==> src/rtl/osc_pkg.sv <==
// rtl/osc_pkg.sv - shared constants and width helpers for the oscilloscope decimation path
package osc_pkg;

  localparam int OSC_DW = 16;
  localparam int OSC_CW = 17;
  localparam int SHF_W  = 5;

  function automatic int acc_width(input int dw, input int cw);
    return dw + cw;
  endfunction

  localparam int OSC_AW        = acc_width(OSC_DW, OSC_CW);
  localparam int OSC_SAT_MAX   = (2 ** (OSC_DW - 1)) - 1;
  localparam int OSC_SAT_MIN   = -(2 ** (OSC_DW - 1));
  localparam int OSC_SHF_CLAMP = OSC_CW;

endpackage

==> src/rtl/osc_dec_sat.sv <==
// rtl/osc_dec_sat.sv - arithmetic right shift of a wide signed sum with saturation to DW bits
module osc_dec_sat
  import osc_pkg::*;
#(
  parameter int DW = OSC_DW,
  parameter int CW = OSC_CW,
  parameter int AW = acc_width(OSC_DW, OSC_CW)
) (
  input  logic signed [AW-1:0]    sum_i,
  input  logic        [SHF_W-1:0] shift_i,
  output logic signed [DW-1:0]    sat_o
);

  localparam logic signed [AW-1:0] SAT_MAX = {{(AW-DW+1){1'b0}}, {(DW-1){1'b1}}};
  localparam logic signed [AW-1:0] SAT_MIN = {{(AW-DW+1){1'b1}}, {(DW-1){1'b0}}};
  localparam logic [SHF_W-1:0]     SHF_LIM = SHF_W'(CW);

  logic        [SHF_W-1:0] shf;
  logic signed [AW-1:0]    shifted;

  always_comb begin
    shf     = (shift_i > SHF_LIM) ? SHF_LIM : shift_i;
    shifted = sum_i >>> shf;
    if (shifted > SAT_MAX) begin
      sat_o = SAT_MAX[DW-1:0];
    end else if (shifted < SAT_MIN) begin
      sat_o = SAT_MIN[DW-1:0];
    end else begin
      sat_o = shifted[DW-1:0];
    end
  end

endmodule

==> src/rtl/osc_decimator.sv <==
// rtl/osc_decimator.sv - block decimator (last sample or shifted sum) with one-entry output buffer
module osc_decimator
  import osc_pkg::*;
#(
  parameter int DW = OSC_DW,
  parameter int CW = OSC_CW
) (
  input  logic             clk,
  input  logic             rst,
  input  logic [DW-1:0]    s_axis_tdata,
  input  logic             s_axis_tvalid,
  output logic             s_axis_tready,
  output logic [DW-1:0]    m_axis_tdata,
  output logic             m_axis_tvalid,
  input  logic             m_axis_tready,
  input  logic [CW-1:0]    cfg_dec_factor,
  input  logic [SHF_W-1:0] cfg_dec_rshift,
  input  logic             cfg_avg_en,
  input  logic             cfg_restart,
  output logic             sts_overflow,
  input  logic             sts_ovf_clr
);

  localparam int AW = acc_width(DW, CW);

  logic        [CW-1:0]    cnt_q, cnt_d;
  logic signed [AW-1:0]    acc_q, acc_d;
  logic        [CW-1:0]    fac_q, fac_d;
  logic        [SHF_W-1:0] shf_q, shf_d;
  logic                    avg_q, avg_d;
  logic        [DW-1:0]    tdata_q, tdata_d;
  logic                    tvalid_q, tvalid_d;
  logic                    ovf_q, ovf_d;

  logic                    blk_start;
  logic        [CW-1:0]    fac_eff;
  logic        [SHF_W-1:0] shf_eff;
  logic                    avg_eff;
  logic signed [AW-1:0]    din_ext;
  logic signed [AW-1:0]    sum;
  logic        [CW:0]      cnt_inc;
  logic                    blk_end;
  logic                    accept;
  logic                    pop;
  logic                    ovf_set;
  logic signed [DW-1:0]    sat_out;
  logic        [DW-1:0]    result;

  // The first sample of a block sees the live config; later samples see the latched copy.
  always_comb begin
    blk_start = (cnt_q == '0);
    fac_eff   = blk_start ? ((cfg_dec_factor == '0) ? CW'(1) : cfg_dec_factor) : fac_q;
    shf_eff   = blk_start ? cfg_dec_rshift : shf_q;
    avg_eff   = blk_start ? cfg_avg_en : avg_q;
    din_ext   = {{(AW-DW){s_axis_tdata[DW-1]}}, s_axis_tdata};
    sum       = acc_q + din_ext;
    cnt_inc   = {1'b0, cnt_q} + 1'b1;
    blk_end   = !(cnt_inc < {1'b0, fac_eff});
    result    = avg_eff ? sat_out : s_axis_tdata;
  end

  osc_dec_sat #(
    .DW(DW),
    .CW(CW),
    .AW(AW)
  ) u_sat (
    .sum_i  (sum),
    .shift_i(shf_eff),
    .sat_o  (sat_out)
  );

  always_comb begin
    cnt_d    = cnt_q;
    acc_d    = acc_q;
    fac_d    = fac_q;
    shf_d    = shf_q;
    avg_d    = avg_q;
    tdata_d  = tdata_q;
    tvalid_d = tvalid_q;
    ovf_set  = 1'b0;
    accept   = s_axis_tvalid && !cfg_restart;
    pop      = tvalid_q && m_axis_tready;

    if (cfg_restart) begin
      cnt_d    = '0;
      acc_d    = '0;
      tvalid_d = 1'b0;
    end else begin
      if (pop) begin
        tvalid_d = 1'b0;
      end
      if (accept) begin
        if (blk_start) begin
          fac_d = fac_eff;
          shf_d = shf_eff;
          avg_d = avg_eff;
        end
        if (blk_end) begin
          cnt_d = '0;
          acc_d = '0;
          // A buffer being drained this cycle has room for the new result.
          if (!tvalid_q || m_axis_tready) begin
            tdata_d  = result;
            tvalid_d = 1'b1;
          end else begin
            ovf_set = 1'b1;
          end
        end else begin
          cnt_d = cnt_inc[CW-1:0];
          acc_d = sum;
        end
      end
    end

    ovf_d = ovf_q;
    if (sts_ovf_clr) begin
      ovf_d = 1'b0;
    end
    if (ovf_set) begin
      ovf_d = 1'b1;
    end
  end

  always_ff @(posedge clk or posedge rst) begin
    if (rst) begin
      cnt_q    <= '0;
      acc_q    <= '0;
      fac_q    <= CW'(1);
      shf_q    <= '0;
      avg_q    <= 1'b0;
      tdata_q  <= '0;
      tvalid_q <= 1'b0;
      ovf_q    <= 1'b0;
    end else begin
      cnt_q    <= cnt_d;
      acc_q    <= acc_d;
      fac_q    <= fac_d;
      shf_q    <= shf_d;
      avg_q    <= avg_d;
      tdata_q  <= tdata_d;
      tvalid_q <= tvalid_d;
      ovf_q    <= ovf_d;
    end
  end

  assign s_axis_tready = 1'b1;
  assign m_axis_tdata  = tdata_q;
  assign m_axis_tvalid = tvalid_q;
  assign sts_overflow  = ovf_q;

endmodule

==> config.mk <==
export PLATFORM = sky130hd
export DESIGN_NAME = osc_decimator
export DESIGN_NICKNAME = d
export VERILOG_FILES = /design/src/rtl/osc_pkg.sv /design/src/rtl/osc_dec_sat.sv /design/src/rtl/osc_decimator.sv
export SDC_FILE = /design/constraint.sdc
export NUM_CORES = 1
export LEC_CHECK = 0
export BUFFER_PORTS_ARGS = -buffer_cell sky130_fd_sc_hd__buf_2
export CAP_MARGIN = 20
export CORE_MARGIN = 1.5
export CORE_UTILIZATION = 40
export DETAILED_ROUTE_END_ITERATION = 16
export PLACE_DENSITY = 0.65
export SLEW_MARGIN = 20
export SYNTH_ARGS = -nofsm -noshare
export SYNTH_HDL_FRONTEND = slang
export SYNTH_SLANG_ARGS = --single-unit
==> constraint.sdc <==
create_clock -name clk -period 13.1 [get_ports clk]
set_clock_uncertainty 0.05 [all_clocks]
set_input_delay 0.655 -clock clk [delete_from_list [all_inputs] [get_ports clk]]
set_output_delay 0.655 -clock clk [all_outputs]
set_load 0.01 [all_outputs]
* Word-level counts from Yosys, hierarchy flattened
Index checks and enable logic that the tools add are counted.
Widths: inputs -> output; s select.
** Word-level totals
- Flip-flop bits (word level) :: 91
- Bits of input ports :: 45
- Output and inout port bits :: 19
- Word-level logic and storage cells :: 53
** Cells by class
- Add/subtract/negate cells :: 2
- $lt $le $gt $ge :: 4
- Shift-type cells :: 1
- Mux-type cells :: 25
- Bitwise operators :: 2
- Reduce and logical (&&, ||, !) cells :: 11
** Operators with widths (number)
- $mux 33 :: 3
- $mux 17 :: 5
- $mux 16 :: 3
- $logic_not 17->1 :: 2
- $add 33x16->33 :: 1
- $gt 33x16->1 const B :: 1
- $lt 33x16->1 const B :: 1
- $sshr 33x5->33 :: 1
- $add 17x1->18 const B :: 1
- $lt 18x17->1 :: 1
- $mux 1 :: 12
- $mux 5 :: 2
- $gt 5x5->1 const B :: 1
- $reduce_and 4->1 :: 1
- $reduce_bool 2->1 :: 2
- $reduce_and 3->1 :: 1
- $logic_and 1x1->1 :: 2
- $logic_not 1->1 :: 2
- $not 1->1 :: 2
- $logic_or 1x1->1 :: 1

* Longest topological paths before layout
- Word-level depth :: 9
- Gate-level depth with buffers :: 23
- Depth with buffers taken out :: 18

* By module
Synthesis repeated with hierarchy kept, for this count alone.
** Second synthesis, totals
- Cell total of the unflattened synthesis :: 1057
- Area total of the unflattened synthesis :: 8629.5 µm²
** Modules (own cells, without submodules)
- osc_decimator :: instances 1, cells an instance 693, area an instance 6283.5 µm², sequential area each 2278.4 µm²
- osc_dec_sat :: instances 1, cells an instance 364, area an instance 2346.0 µm², sequential area each 0.0 µm²

* Worst setup path before layout
OpenSTA, ideal clock, no wires.
- Kind :: reg2reg
- From :: register cnt_q[0]
- To :: register tdata_q[14], in the netlist m_axis_tdata[14]
- Setup time :: 124 ps
- Arrival :: 4677 ps
- Data required time :: 12926 ps
- Slack :: 8250 ps
- Cell stages (with the launch flop) :: 24
- Path buffers :: 6
- Clock period less this slack :: 4850 ps
- Cell sequence :: dfrtp_1 inv_1 ha_1 nor4b_2 nand4_2 buf_2 buf_1 clkbuf_1 mux2i_1 ha_1 a21o_1 a21o_1 a21o_1 a21o_1 a21oi_1 o211ai_1 a31oi_1 nand2b_1 buf_2 buf_2 clkbuf_1 nor2_1 a21oi_1 a21oi_1
** On the way
- Longest elaborated chain between the ends :: 9
- Elaborated cells on any way between the ends :: 16
- Classes of those cells :: 1 x add/sub; 4 x order compare; 1 x shift; 7 x mux; 1 x bitwise; 2 x reduce/logical
** Ends and longest elaborated chain
- start: declaration :: line osc_decimator.sv:26 : logic [CW-1:0] cnt_q, cnt_d;
- start signal: assignment :: line osc_decimator.sv:135 : cnt_q <= cnt_d;
- $logic_not 17->1 :: line osc_decimator.sv:51 : blk_start = (cnt_q == '0);
- $mux 5 :: line osc_decimator.sv:53 : shf_eff = blk_start ? cfg_dec_rshift : shf_q;
- $gt 5x5->1 :: line osc_dec_sat.sv:22 : shf = (shift_i > SHF_LIM) ? SHF_LIM : shift_i;
- $mux 5 :: line osc_dec_sat.sv:22
- $sshr 33x5->33 :: line osc_dec_sat.sv:23 : shifted = sum_i >>> shf;
- $lt 33x16->1 :: line osc_dec_sat.sv:26 : end else if (shifted < SAT_MIN) begin
- $mux 16 :: line osc_dec_sat.sv:26
- $mux 16 :: line osc_dec_sat.sv:24 : if (shifted > SAT_MAX) begin
- $mux 16 :: line osc_decimator.sv:59 : result = avg_eff ? sat_out : s_axis_tdata;
- end signal: assignment :: line osc_decimator.sv:140 : tdata_q <= tdata_d;
- end: declaration :: line osc_decimator.sv:31 : logic [DW-1:0] tdata_q, tdata_d;
Several ways; a longest one is shown, not always the timed one.
A chain may end at the register's enable or synchronous reset.

* Worst setup path in the final report
- From :: register cnt_q[14]
- To :: register tdata_q[0], in the netlist m_axis_tdata[0]
The elaborated chain is that of the path after synthesis.

==> results.py <==
metrics = {
    "yosys": {
        "synth.net_count": 1224,
        "post_synth_inst_count": 1128,
        "yosysWarningCount": 0,
        "post_synth.cell_area_avg_um2": 8.34,
        "asyncSetResetFlopFracSynth_pct": 100,
        "dominantRegCellSynth": "sky130_fd_sc_hd__dfrtp_1",
        "synth.cell_area_um2": 9400,
        "synth_enable_flop_cells": 0,
        "synth_sequential_area_ratio_pct": 24.2,
        "synth.distinct_cells": 97,
        "ys_seq_elements": 91,
    },
    "grt": {
        "grt_pass1_vias": 8815,
        "globalRouteTotalUtil_pct": 25.8,
        "gr-total-overflow": 0,
        "grt_start_max_net_pins": 73,
        "initial_antenna_violation_count": 0,
        "grt_first_pass_wirelength_um": 49600,
    },
    "cells_and_area": {
        "register_area_um2": 2280,
        "layout_commonest_cell": "sky130_fd_sc_hd__nand2_1",
        "flow.area_growth_from_synthesis_pct": 8.65,
        "final_cell_mix": "sky130_fd_sc_hd__nand2_1, sky130_fd_sc_hd__nor2_1, sky130_fd_sc_hd__dfrtp_1, sky130_fd_sc_hd__a21oi_1, sky130_fd_sc_hd__o21ai_0",
        "multi_input_logic_area_um2": 6780,
        "antenna_cells_inserted": 0,
        "final_layout_size_suffix_gt1_share_pct": 16.5,
        "post_layout_nets": 1240,
        "fill_cells": 2362,
    },
    "job": {
        "maxCapViolations": 0,
    },
    "floorplanning": {
        "num_io_pins": 64,
        "chipHeight_um": 156,
        "design.die.area_um2": 24400,
        "std_cell_rows": 55,
        "core_area_um2": 22800,
        "initial_core_utilization_pct": 41.2,
        "dieWidth_um": 156,
    },
    "power": {
        "pwr-share-clk_pct": 18.7,
        "register_share_of_total_power_pct": 23.8,
        "sw_frac_of_total_pct": 48.3,
        "pwr-share-comb_pct": 57.5,
        "intPower_mw": 0.764,
        "leakagePower_nw": 4.28,
        "power_switching_mw": 0.714,
        "power-per-cell-area_nw_per_um2": 145,
        "worst_ir_drop_vdd_v": 0.0000739,
    },
    "setup_path": {
        "crit_start": "cnt_q[14]$_DFFE_PP0P_",
        "reg2reg_to": "m_axis_tdata[0]$_DFFE_PP0P_",
        "critPathCaptureType": "flip-flop",
        "worstPathMaxFanout": 35,
        "number_of_cells_on_the_worst_reg_to_reg_path": 13,
        "worst-endpoint-arrival_ns": 5.82,
        "rr_startpoint": "cnt_q[14]$_DFFE_PP0P_",
        "setup.worst_path.start_class": "flip-flop",
        "required_worst_endpoint_ns": 13.26,
        "timing.setup.critical_path_class": "flip-flop to flip-flop",
        "critPathCapture": "m_axis_tdata[0]$_DFFE_PP0P_",
        "reg2reg_setup_slack_ns": 7.44,
    },
    "clocking": {
        "tritoncts": "built",
        "cts-resized-gates": 0,
        "clock_sinks": 91,
        "tritoncts_buffers": 9,
        "clock_path_buffers": 2,
        "cts_root_buffer": "sky130_fd_sc_hd__clkbuf_16",
        "cts.htree.levels": 3,
        "worstSkewPairLatency_ns": 0.37,
        "post_cts_hold_buffer_count": 0,
        "clk_pin_slew_worst_paths_ns": 0.08,
        "cts.repair_timing.setup_buffer_count": 0,
    },
    "hold_path": {
        "min-delay-path-class": "input port to asynchronous set/reset pin",
    },
    "sta": {
        "final_setup_tns_ns": 0,
        "pins_over_slew_limit": 0,
        "final_min_period_over_clock_period_pct": 43.2,
        "count_of_final_hold_check_violations": 0,
        "timing_worst_slew_pin_value_ns": 0.975,
        "max_slew_margin_vs_limit_pct": 33.9,
        "rsz0062_at_grt": "false",
        "setup_viol": 0,
        "period_minus_slack_ns": 5.66,
        "smallest_hold_slack_ns": 0.168,
        "max_freq_ghz": 0.177,
    },
    "detailed_routing": {
        "average_vias_per_placed_instance": 6.44,
        "postRouteWirelength_um": 31000,
        "routed-via-count": 9414,
        "drt_first_iter_violations": 1230,
        "dr.pass1.iters": 6,
        "drtAntennaViolNets": 0,
        "post_route_drc_violation_count": 0,
        "routedWlPerCell_um": 21.2,
    },
    "status": {
        "run_status": "completed",
    },
    "placement": {
        "placement.io_buffers": 62,
        "gp_routability_congestion": 1.00,
        "detailed_place_hpwl_um": 23500,
    },
}
[metal layers]
| layer | global-route usage (%) | share of wire, % |
|---|---|---|
| met2 | 40.3 | 44 |
| met4 | 8.25 | 3.0 |
| met1 | 36.6 | 45 |
| met3 | 3.79 | 7.3 |
| met5 | 0 | 0 |
[worst max-delay path, stage by stage (launching register included)]
cell	delay, ns
sky130_fd_sc_hd__dfrtp_1	0.44
sky130_fd_sc_hd__nor4_1	0.42
sky130_fd_sc_hd__nand4_2	0.69
sky130_fd_sc_hd__buf_4	0.51
sky130_fd_sc_hd__mux2_2	0.75
sky130_fd_sc_hd__nand2_1	0.45
sky130_fd_sc_hd__nor2_1	0.29
sky130_fd_sc_hd__nor3_1	0.09
sky130_fd_sc_hd__a21oi_1	0.22
sky130_fd_sc_hd__o32ai_1	0.19
sky130_fd_sc_hd__a2111oi_2	0.41
sky130_fd_sc_hd__nand3_2	0.17
sky130_fd_sc_hd__o31ai_4	0.63
sky130_fd_sc_hd__a31oi_1	0.17
[synth_stat cells, types with 5 or more instances]
cell                        instances  area, um^2
sky130_fd_sc_hd__a211oi_1          13        97.6
sky130_fd_sc_hd__a211oi_2           7        87.6
sky130_fd_sc_hd__a21o_1            18         135
sky130_fd_sc_hd__a21oi_1           74         370
sky130_fd_sc_hd__a21oi_2            7        61.3
sky130_fd_sc_hd__a221oi_1           8        70.1
sky130_fd_sc_hd__a22o_1            38         333
sky130_fd_sc_hd__a311oi_1           5        43.8
sky130_fd_sc_hd__a31oi_1           17         106
sky130_fd_sc_hd__and2_1            12        75.1
sky130_fd_sc_hd__and3_1             7        43.8
sky130_fd_sc_hd__and4_1             7        61.3
sky130_fd_sc_hd__buf_1              5        18.8
sky130_fd_sc_hd__buf_2             29         145
sky130_fd_sc_hd__clkbuf_1          30         113
sky130_fd_sc_hd__dfrtp_1           90        2250
sky130_fd_sc_hd__ha_1              50         626
sky130_fd_sc_hd__inv_1             13        48.8
sky130_fd_sc_hd__mux2_2            37         417
sky130_fd_sc_hd__mux2i_1           50         500
sky130_fd_sc_hd__nand2_1          110         413
sky130_fd_sc_hd__nand2b_1          20         125
sky130_fd_sc_hd__nand3_1           26         130
sky130_fd_sc_hd__nand4_1           23         144
sky130_fd_sc_hd__nor2_1            99         372
sky130_fd_sc_hd__nor3_1            20         100
sky130_fd_sc_hd__nor4_1            14        87.6
sky130_fd_sc_hd__o2111ai_1          7        61.3
sky130_fd_sc_hd__o211a_1            5        50.1
sky130_fd_sc_hd__o211ai_1          31         233
sky130_fd_sc_hd__o21a_1            11        82.6
sky130_fd_sc_hd__o21ai_0           74         370
sky130_fd_sc_hd__o21ai_1            8        40.0
sky130_fd_sc_hd__o22ai_1           20         125
sky130_fd_sc_hd__o311ai_0           6        52.6
sky130_fd_sc_hd__o31ai_1            7        52.6
sky130_fd_sc_hd__o32ai_1            6        52.6
sky130_fd_sc_hd__or2_2              5        31.3
sky130_fd_sc_hd__or3_1              5        31.3
sky130_fd_sc_hd__xnor2_1           16         140
sky130_fd_sc_hd__xor2_1            13         114
[logic make-up after synthesis]
kind of cell               count (synthesis)  synth area share (%)
AOI/OAI and AO/OA                        414                  32.4
and+or+nand+nor                          368                  19.2
DFF                                       91                  24.2
muxes                                     89                  10.2
buffers and inverters                     83                  4.03
adders and majority gates                 51                  6.87
xor gates and xnor gates                  31                  3.05
other                                      1                0.0399
[metrics by stage]
stage	utilization [%]	setup slack [ns]	power, mW	cells	area (um^2)
2_1_floorplan	-	8.25	0.963	1128	9400
3_3_place_gp	43.4	7.62	1.18	1446	9910
3_5_place_dp	43.4	7.54	1.18	1446	9910
4_1_cts	44.7	7.52	1.46	1462	10200
5_1_grt	44.7	6.92	1.57	1462	10200
6_report	44.7	7.44	1.48	1462	10200
[area by class of cell]
type	count	share of cell area [%]
Inverter	13	0.502
Clock buffer	9	2.20
Tap cell	313	3.83
Clock inverter	7	0.796
Multi-Input combinational cell	954	66.4
Timing Repair Buffer	75	3.99
Sequential cell	91	22.3
[power by group through the flow]
stage / logic, mW / clock network (mW) / registers, mW
2_1_floorplan: 0.608 / 0 / 0.355
3_3_place_gp: 0.822 / 0 / 0.356
3_5_place_dp: 0.823 / 0 / 0.357
4_1_cts: 0.828 / 0.281 / 0.352
5_1_grt: 0.918 / 0.291 / 0.358
6_report: 0.850 / 0.277 / 0.352
[sequential cells by signal (all words and copies together) (netlist names)]
register,flops
acc_q,33
avg_q,1
cnt_q,17
fac_q,17
m_axis_tdata,16
m_axis_tvalid,1
shf_q,5
sts_overflow,1
[worst min-delay path by stage]
stage	end	slack [ns]	cells after the start
2_1_floorplan	acc_q[17]$_DFFE_PP0P_	0.40	2
3_3_place_gp	acc_q[28]$_DFFE_PP0P_	0.42	2
3_5_place_dp	acc_q[26]$_DFFE_PP0P_	0.43	2
4_1_cts	acc_q[1]$_DFFE_PP0P_	0.18	2
5_1_grt	acc_q[1]$_DFFE_PP0P_	0.19	2
6_report	acc_q[1]$_DFFE_PP0P_	0.17	2
Note: power is estimated with default switching activity, not from simulation.
